--- src/rtl/pipelined_adder_pkg.sv ---
// Shared definitions for the pipelined add/subtract unit: operation encodings
// and the parameter legality check used at elaboration.
package pipelined_adder_pkg;

  localparam logic OP_ADD = 1'b0;
  localparam logic OP_SUB = 1'b1;

  // The carry chain is cut into equal segments, so the width must split evenly.
  function automatic bit stagesDivideWidth(input int width, input int stages);
    return (width >= 1) && (stages >= 1) && ((width % stages) == 0);
  endfunction

endpackage

--- src/rtl/pipelined_adder_if.sv ---
// Operand/result bus of the pipelined adder with valid/ready on both sides.
// The slave modport is the adder itself; the master drives operands and takes results.
interface pipelined_adder_if #(
  parameter int WIDTH = 16
);

  logic             in_valid;
  logic             in_ready;
  logic [WIDTH-1:0] a;
  logic [WIDTH-1:0] b;
  logic             cin;
  logic             sub;
  logic             out_valid;
  logic             out_ready;
  logic [WIDTH-1:0] sum;
  logic             cout;
  logic             ovf;
  logic             zero;

  modport master (
    output in_valid, a, b, cin, sub, out_ready,
    input  in_ready, out_valid, sum, cout, ovf, zero
  );

  modport slave (
    input  in_valid, a, b, cin, sub, out_ready,
    output in_ready, out_valid, sum, cout, ovf, zero
  );

endinterface

--- src/rtl/adder_slice.sv ---
// One combinational carry segment: SEG-bit ripple adder built from a pair of
// half-adder cells per bit (together forming a full adder).
module adder_slice #(
  parameter int SEG = 4
) (
  input  logic [SEG-1:0] a,
  input  logic [SEG-1:0] b,
  input  logic           ci,
  output logic [SEG-1:0] s,
  output logic           co
);

  // Carry is kept in a block-local variable so the chain is a single expression
  // walk rather than a self-referencing vector.
  always_comb begin
    logic carry;
    logic halfSum;
    logic halfCarry;
    s     = '0;
    carry = ci;
    for (int i = 0; i < SEG; i++) begin
      halfSum   = a[i] ^ b[i];
      halfCarry = a[i] & b[i];
      s[i]      = halfSum ^ carry;
      carry     = halfCarry | (halfSum & carry);
    end
    co = carry;
  end

endmodule

--- src/rtl/pipelined_adder.sv ---
// Pipelined WIDTH-bit add/subtract with one register boundary per carry segment,
// valid/ready handshake on both sides, and registered carry/overflow/zero flags.
module pipelined_adder
  import pipelined_adder_pkg::*;
#(
  parameter int WIDTH  = 16,
  parameter int STAGES = 4
) (
  input  logic              clk,
  input  logic              rst_n,
  pipelined_adder_if.slave  bus
);

  localparam int SEG = WIDTH / STAGES;

  if (!stagesDivideWidth(WIDTH, STAGES)) begin : g_badParams
    $error("pipelined_adder: WIDTH must be >= 1 and an exact multiple of STAGES");
  end

  logic             w_advance;
  logic [WIDTH-1:0] w_bEff;
  logic             w_carryIn;

  logic             r_valid [STAGES];
  logic [WIDTH-1:0] r_acc   [STAGES];
  logic [WIDTH-1:0] r_b     [STAGES];
  logic             r_carry [STAGES];
  logic             r_aMsb  [STAGES];
  logic             r_bMsb  [STAGES];
  logic             r_ovf;
  logic             r_zero;

  logic             w_inValid [STAGES];
  logic [WIDTH-1:0] w_inAcc   [STAGES];
  logic [WIDTH-1:0] w_inB     [STAGES];
  logic             w_inCarry [STAGES];
  logic             w_inAMsb  [STAGES];
  logic             w_inBMsb  [STAGES];
  logic [SEG-1:0]   w_segS    [STAGES];
  logic             w_segCo   [STAGES];
  logic [WIDTH-1:0] w_nextAcc [STAGES];
  logic [WIDTH-1:0] w_sumNext;
  logic             w_ovfNext;
  logic             w_zeroNext;

  assign w_bEff    = (bus.sub == OP_ADD) ? bus.b : ~bus.b;
  assign w_carryIn = (bus.sub == OP_SUB) ? 1'b1 : bus.cin;

  // r_acc holds finished low sum segments below the still-unprocessed upper bits of a,
  // so one vector per stage carries both the skewed operand and the deskewed result.
  always_comb begin
    w_inValid[0] = bus.in_valid;
    w_inAcc[0]   = bus.a;
    w_inB[0]     = w_bEff;
    w_inCarry[0] = w_carryIn;
    w_inAMsb[0]  = bus.a[WIDTH-1];
    w_inBMsb[0]  = w_bEff[WIDTH-1];
    for (int k = 1; k < STAGES; k++) begin
      w_inValid[k] = r_valid[k-1];
      w_inAcc[k]   = r_acc[k-1];
      w_inB[k]     = r_b[k-1];
      w_inCarry[k] = r_carry[k-1];
      w_inAMsb[k]  = r_aMsb[k-1];
      w_inBMsb[k]  = r_bMsb[k-1];
    end
  end

  for (genvar k = 0; k < STAGES; k++) begin : g_slice
    adder_slice #(.SEG(SEG)) u_slice (
      .a  (w_inAcc[k][k*SEG +: SEG]),
      .b  (w_inB[k][k*SEG +: SEG]),
      .ci (w_inCarry[k]),
      .s  (w_segS[k]),
      .co (w_segCo[k])
    );
  end

  always_comb begin
    for (int k = 0; k < STAGES; k++) begin
      w_nextAcc[k]                = w_inAcc[k];
      w_nextAcc[k][k*SEG +: SEG]  = w_segS[k];
    end
  end

  assign w_sumNext  = w_nextAcc[STAGES-1];
  assign w_ovfNext  = (w_inAMsb[STAGES-1] ~^ w_inBMsb[STAGES-1])
                    & (w_sumNext[WIDTH-1] ^ w_inAMsb[STAGES-1]);
  assign w_zeroNext = ~|w_sumNext;

  // Valid bits shift on every advance so bubbles travel with the data; payload only
  // loads for real ops, which keeps the result and flags steady across bubbles.
  always_ff @(posedge clk or negedge rst_n) begin
    if (!rst_n) begin
      for (int k = 0; k < STAGES; k++) begin
        r_valid[k] <= 1'b0;
        r_acc[k]   <= '0;
        r_b[k]     <= '0;
        r_carry[k] <= 1'b0;
        r_aMsb[k]  <= 1'b0;
        r_bMsb[k]  <= 1'b0;
      end
      r_ovf  <= 1'b0;
      r_zero <= 1'b0;
    end else if (w_advance) begin
      for (int k = 0; k < STAGES; k++) begin
        r_valid[k] <= w_inValid[k];
        if (w_inValid[k]) begin
          r_acc[k]   <= w_nextAcc[k];
          r_b[k]     <= w_inB[k];
          r_carry[k] <= w_segCo[k];
          r_aMsb[k]  <= w_inAMsb[k];
          r_bMsb[k]  <= w_inBMsb[k];
        end
      end
      if (w_inValid[STAGES-1]) begin
        r_ovf  <= w_ovfNext;
        r_zero <= w_zeroNext;
      end
    end
  end

  assign w_advance     = ~r_valid[STAGES-1] | bus.out_ready;
  assign bus.in_ready  = w_advance;
  assign bus.out_valid = r_valid[STAGES-1];
  assign bus.sum       = r_acc[STAGES-1];
  assign bus.cout      = r_carry[STAGES-1];
  assign bus.ovf       = r_ovf;
  assign bus.zero      = r_zero;

endmodule
--- src/flat_wrapper.sv ---
// flat-port wrapper written by rule: the top's interface ports become plain ports
module pipelined_adder_flat import pipelined_adder_pkg::*;
#(
  parameter int WIDTH  = 16,
  parameter int STAGES = 4
)
  (clk, rst_n, bus_in_valid, bus_a, bus_b, bus_cin, bus_sub, bus_out_ready, bus_in_ready, bus_out_valid, bus_sum, bus_cout, bus_ovf, bus_zero);
  pipelined_adder_if #(.WIDTH(WIDTH)) bus_i ();
  input  logic clk;
  input  logic rst_n;
  input wire logic [$bits(bus_i.in_valid)-1:0] bus_in_valid;
  input wire logic [$bits(bus_i.a)-1:0] bus_a;
  input wire logic [$bits(bus_i.b)-1:0] bus_b;
  input wire logic [$bits(bus_i.cin)-1:0] bus_cin;
  input wire logic [$bits(bus_i.sub)-1:0] bus_sub;
  input wire logic [$bits(bus_i.out_ready)-1:0] bus_out_ready;
  output wire logic [$bits(bus_i.in_ready)-1:0] bus_in_ready;
  output wire logic [$bits(bus_i.out_valid)-1:0] bus_out_valid;
  output wire logic [$bits(bus_i.sum)-1:0] bus_sum;
  output wire logic [$bits(bus_i.cout)-1:0] bus_cout;
  output wire logic [$bits(bus_i.ovf)-1:0] bus_ovf;
  output wire logic [$bits(bus_i.zero)-1:0] bus_zero;
  assign bus_i.in_valid = bus_in_valid;
  assign bus_i.a = bus_a;
  assign bus_i.b = bus_b;
  assign bus_i.cin = bus_cin;
  assign bus_i.sub = bus_sub;
  assign bus_i.out_ready = bus_out_ready;
  assign bus_in_ready = bus_i.in_ready;
  assign bus_out_valid = bus_i.out_valid;
  assign bus_sum = bus_i.sum;
  assign bus_cout = bus_i.cout;
  assign bus_ovf = bus_i.ovf;
  assign bus_zero = bus_i.zero;
  pipelined_adder #(.WIDTH(WIDTH), .STAGES(STAGES)) u_core (.clk(clk), .rst_n(rst_n), .bus(bus_i));
endmodule
--- config.mk ---
export PLATFORM = sky130hd
export DESIGN_NAME = pipelined_adder_flat
export DESIGN_NICKNAME = d
export VERILOG_FILES = /design/src/rtl/pipelined_adder_pkg.sv /design/src/rtl/pipelined_adder_if.sv /design/src/rtl/adder_slice.sv /design/src/rtl/pipelined_adder.sv /design/src/flat_wrapper.sv
export SDC_FILE = /design/constraint.sdc
export NUM_CORES = 1
export LEC_CHECK = 0
export ABC_AREA = 1
export CAP_MARGIN = 0
export CORE_MARGIN = 1
export CORE_UTILIZATION = 44
export CTS_CLUSTER_SIZE = 25
export DETAILED_ROUTE_END_ITERATION = 8
export PLACE_DENSITY = 0.68
export SYNTH_ARGS = -nofsm -noshare
export SYNTH_HDL_FRONTEND = slang
export SYNTH_SLANG_ARGS = --single-unit
export TNS_END_PERCENT = 100
--- constraint.sdc ---
create_clock -name clk -period 7.9 [get_ports clk]
set_input_delay 1.975 -clock clk [delete_from_list [all_inputs] [get_ports clk]]
set_output_delay 1.975 -clock clk [all_outputs]
set_load 0.05 [all_outputs]
==> impl_metrics.yaml <==
placed_design:
  dpl-instance-area_um2: 4938
  place_hpwl_um: 5065
  gp_congestion: 0.7197
  io_buffers: 58
floorplanning:
  die_h_um: 102.4
  core-area_um2: 9774
  die_w_um: 102.4
  io_pins: 59
  num_rows: 36
  start_util: 0.4540
  dieArea_um2: 10490
sta:
  rsz0062_at_grt: "no"
  fin_setup_tns_ns: 0
  finalHoldViolations: 0
  hold_slack_ns: 0.4802
  finalMaxSlewViolations: 0
  max_freq_mhz: 172.7
  tightest_slew_ns: 0.9018
  clock_skew_ns: 0.01486
  fin_crit_sh: 0.7331
  period_needed_ns: 5.791
  slew_headroom: 0.3969
  setup_viol: 0
final_layout:
  final_cell_mix: "nand2_1, dfrtp_1, clkdlybuf4s50_1"
  stdcell_area_um2: 5121
  fill_cells: 939
  layout_commonest_cell: "nand2_1"
  syn_to_final_growth_pct: 15.39
  fin_nets: 557
  multi_input_area_um2: 1577
  regArea_um2: 2452
  drive_gt1_frac: 0.04931
  final_util: 0.5239
  antenna_cells: 0
yosys:
  synthCells: 470
  synth_seq_cells: 98
  yosys.cell_types.count: 21
  yosysSeqAreaShare: 0.5526
  syn_nets: 525
  netlist_area_um2: 4438
  yosysWarnings: 0
  post_synth.cell_area_avg_um2: 9.443
critical_path:
  slowest_stage: "clkdlybuf4s50_1"
  r2r_start: "u_core.r_acc[28]"
  path_buf_inv: 3
  reg2reg_depth: 11
  end_kind: "output port"
  slowest_delay_ns: 0.90
  arrival_ns: 3.82
  crit_chain: "clkdlybuf4s50_1 -> nor2_4 -> inv_2 -> clkdlybuf4s50_1"
  cpLargestDelayFamily: "buffers and inverters"
  cp_max_fo: 29
  cp.required_ns: 5.93
  crit_start: "bus_out_ready"
  worstSetupStartpointType: "primary input"
  crit_cells: 4
  cpMostUsedCell: "clkdlybuf4s50_1"
  worstSetupPathType: "in2out"
pwr:
  power_density_nw_per_um2: 369.7
  p_leak_nw: 2.499
  power_mw: 1.894
  vdd_drop_max_uv: 134.5
detailed_routing:
  met2_length_um: 3201
  drt_pass1_iterations: 4
  wl_met3_um: 313
  routedWlPerCell_um: 11.18
  routed_wl_um: 7157
  drtIter0Drc: 166
  wl_met1_um: 3553
  drt-vias-per-instance: 4.563
  ant_nets: 0
  num_vias: 2920
  top_layer: "met4"
  route.detailed.drc: 0
cts:
  numCtsBuffers: 9
  cts_max_level: 3
  postCtsResizedCells: 0
  cts_tree: "yes"
  path_clk_slew_ns: 0.10
  postCtsHoldBufs: 0
  cts_buffer_depth: 2
  clk_latency_ns: 0.37
  cts-root-buf: "clkbuf_8"
  clock_sinks: 98
  postCtsSetupRepairBufs: 0
global_routing:
  gr-total-overflow: 0
  grt.total_usage: 0.1571
  grt_pass1_vias: 2830
  grt_antenna_before_repair: 0
  grt_pass1_wl_um: 12610
  grt_max_degree: 52
flow_run:
  cap_violations: 0
min_path:
  hp-start: "u_core.bus.sum[3]"
  whs_path_depth: 2
  hp-class: "reg2reg"
run_status:
  outcome: "completed"
[report_power, final]
part / switching (mW) / total, mW / leakage [nW] / internal (mW)
Combinational: 0.484 / 0.760 / 1.18 / 0.276
Clock: 0.182 / 0.302 / 0.0921 / 0.119
Sequential: 0.130 / 0.832 / 1.23 / 0.701
[state kept, by name, summed over array words and instances, names as in the netlist]
name and flops:
u_core.bus.out_valid 1, u_core.bus.sum 16, u_core.r_carry 3, u_core.bus.ovf 1
u_core.r_bMsb 3, u_core.bus.cout 1, u_core.r_acc 47, u_core.r_b 21
u_core.r_valid 3, u_core.r_aMsb 1, u_core.bus.zero 1
[layout make-up]
type / count / area share
clock buffers: 9 / 0.02419
flip-flops and latches: 98 / 0.4789
inverters: 42 / 0.03078
well taps: 133 / 0.03249
clock inverters: 7 / 0.01148
repair buffers: 59 / 0.1143
multi-input cells: 292 / 0.3078
[layer usage]
layer,vias up,track usage
met5,-,0
met4,0,0.06593
met3,7,0.03967
met2,63,0.2467
met1,1359,0.2082
li1,1491,-
[per-stage QoR]
stage	setup WS [ns]	cells
floorplan	3.378	470
global placement	2.116	624
detailed placement	2.080	624
CTS	2.088	640
global route	2.007	640
finish	2.109	640
[Yosys cell counts]
library cell,count,area share
dfrtp_1,98,0.55
o21ai_0,24,0.027
inv_1,40,0.034
a21oi_1,3,0.0034
xnor2_1,15,0.030
buf_2,12,0.014
inv_2,2,0.0017
buf_4,23,0.039
ha_1,1,0.0028
o21ai_1,25,0.028
o211ai_1,1,0.0017
nor2_1,13,0.011
nand2_4,2,0.0051
nor2_4,2,0.0051
xor2_1,1,0.0020
nand2_2,1,0.0014
fa_1,16,0.072
buf_6,1,0.0025
clkbuf_1,2,0.0017
nand3_1,24,0.027
nand2_1,164,0.14
[worst reg2reg max path, stage by stage (launching register included)]
cell and delay [ns]:
dfrtp_1 0.41, fa_1 0.47, fa_1 0.46, fa_1 0.44, inv_1 0.09, fa_1 0.40, inv_1 0.10, nor2_1 0.04
nand2_1 0.05, nor2_1 0.05, nand3_1 0.06, nand2_1 0.05
[final timing paths]
check,end,slack [ns]
setup / recovery,bus_in_ready,2.11
hold reg to reg,u_core.bus.sum[3],0.48
min in group asynchronous,u_core.bus.sum[11],1.59
hold / removal,u_core.bus.sum[3],0.48
max in group asynchronous,u_core.r_bMsb[3],5.27
setup reg to reg,u_core.bus.zero,5.18
[kinds of logic (layout without fill, tap and decap cells)]
group / count (synthesis) / after routing / synth area share
buffers and inverters: 80 / 117 / 0.09219
and+or+nand+nor: 206 / 206 / 0.1883
adders and majority gates: 17 / 17 / 0.07499
AOI/OAI and AO/OA: 53 / 53 / 0.06033
xor gates and xnor gates: 16 / 16 / 0.03158
DFF: 98 / 98 / 0.5526
Note: power is estimated with default switching activity, not from simulation.
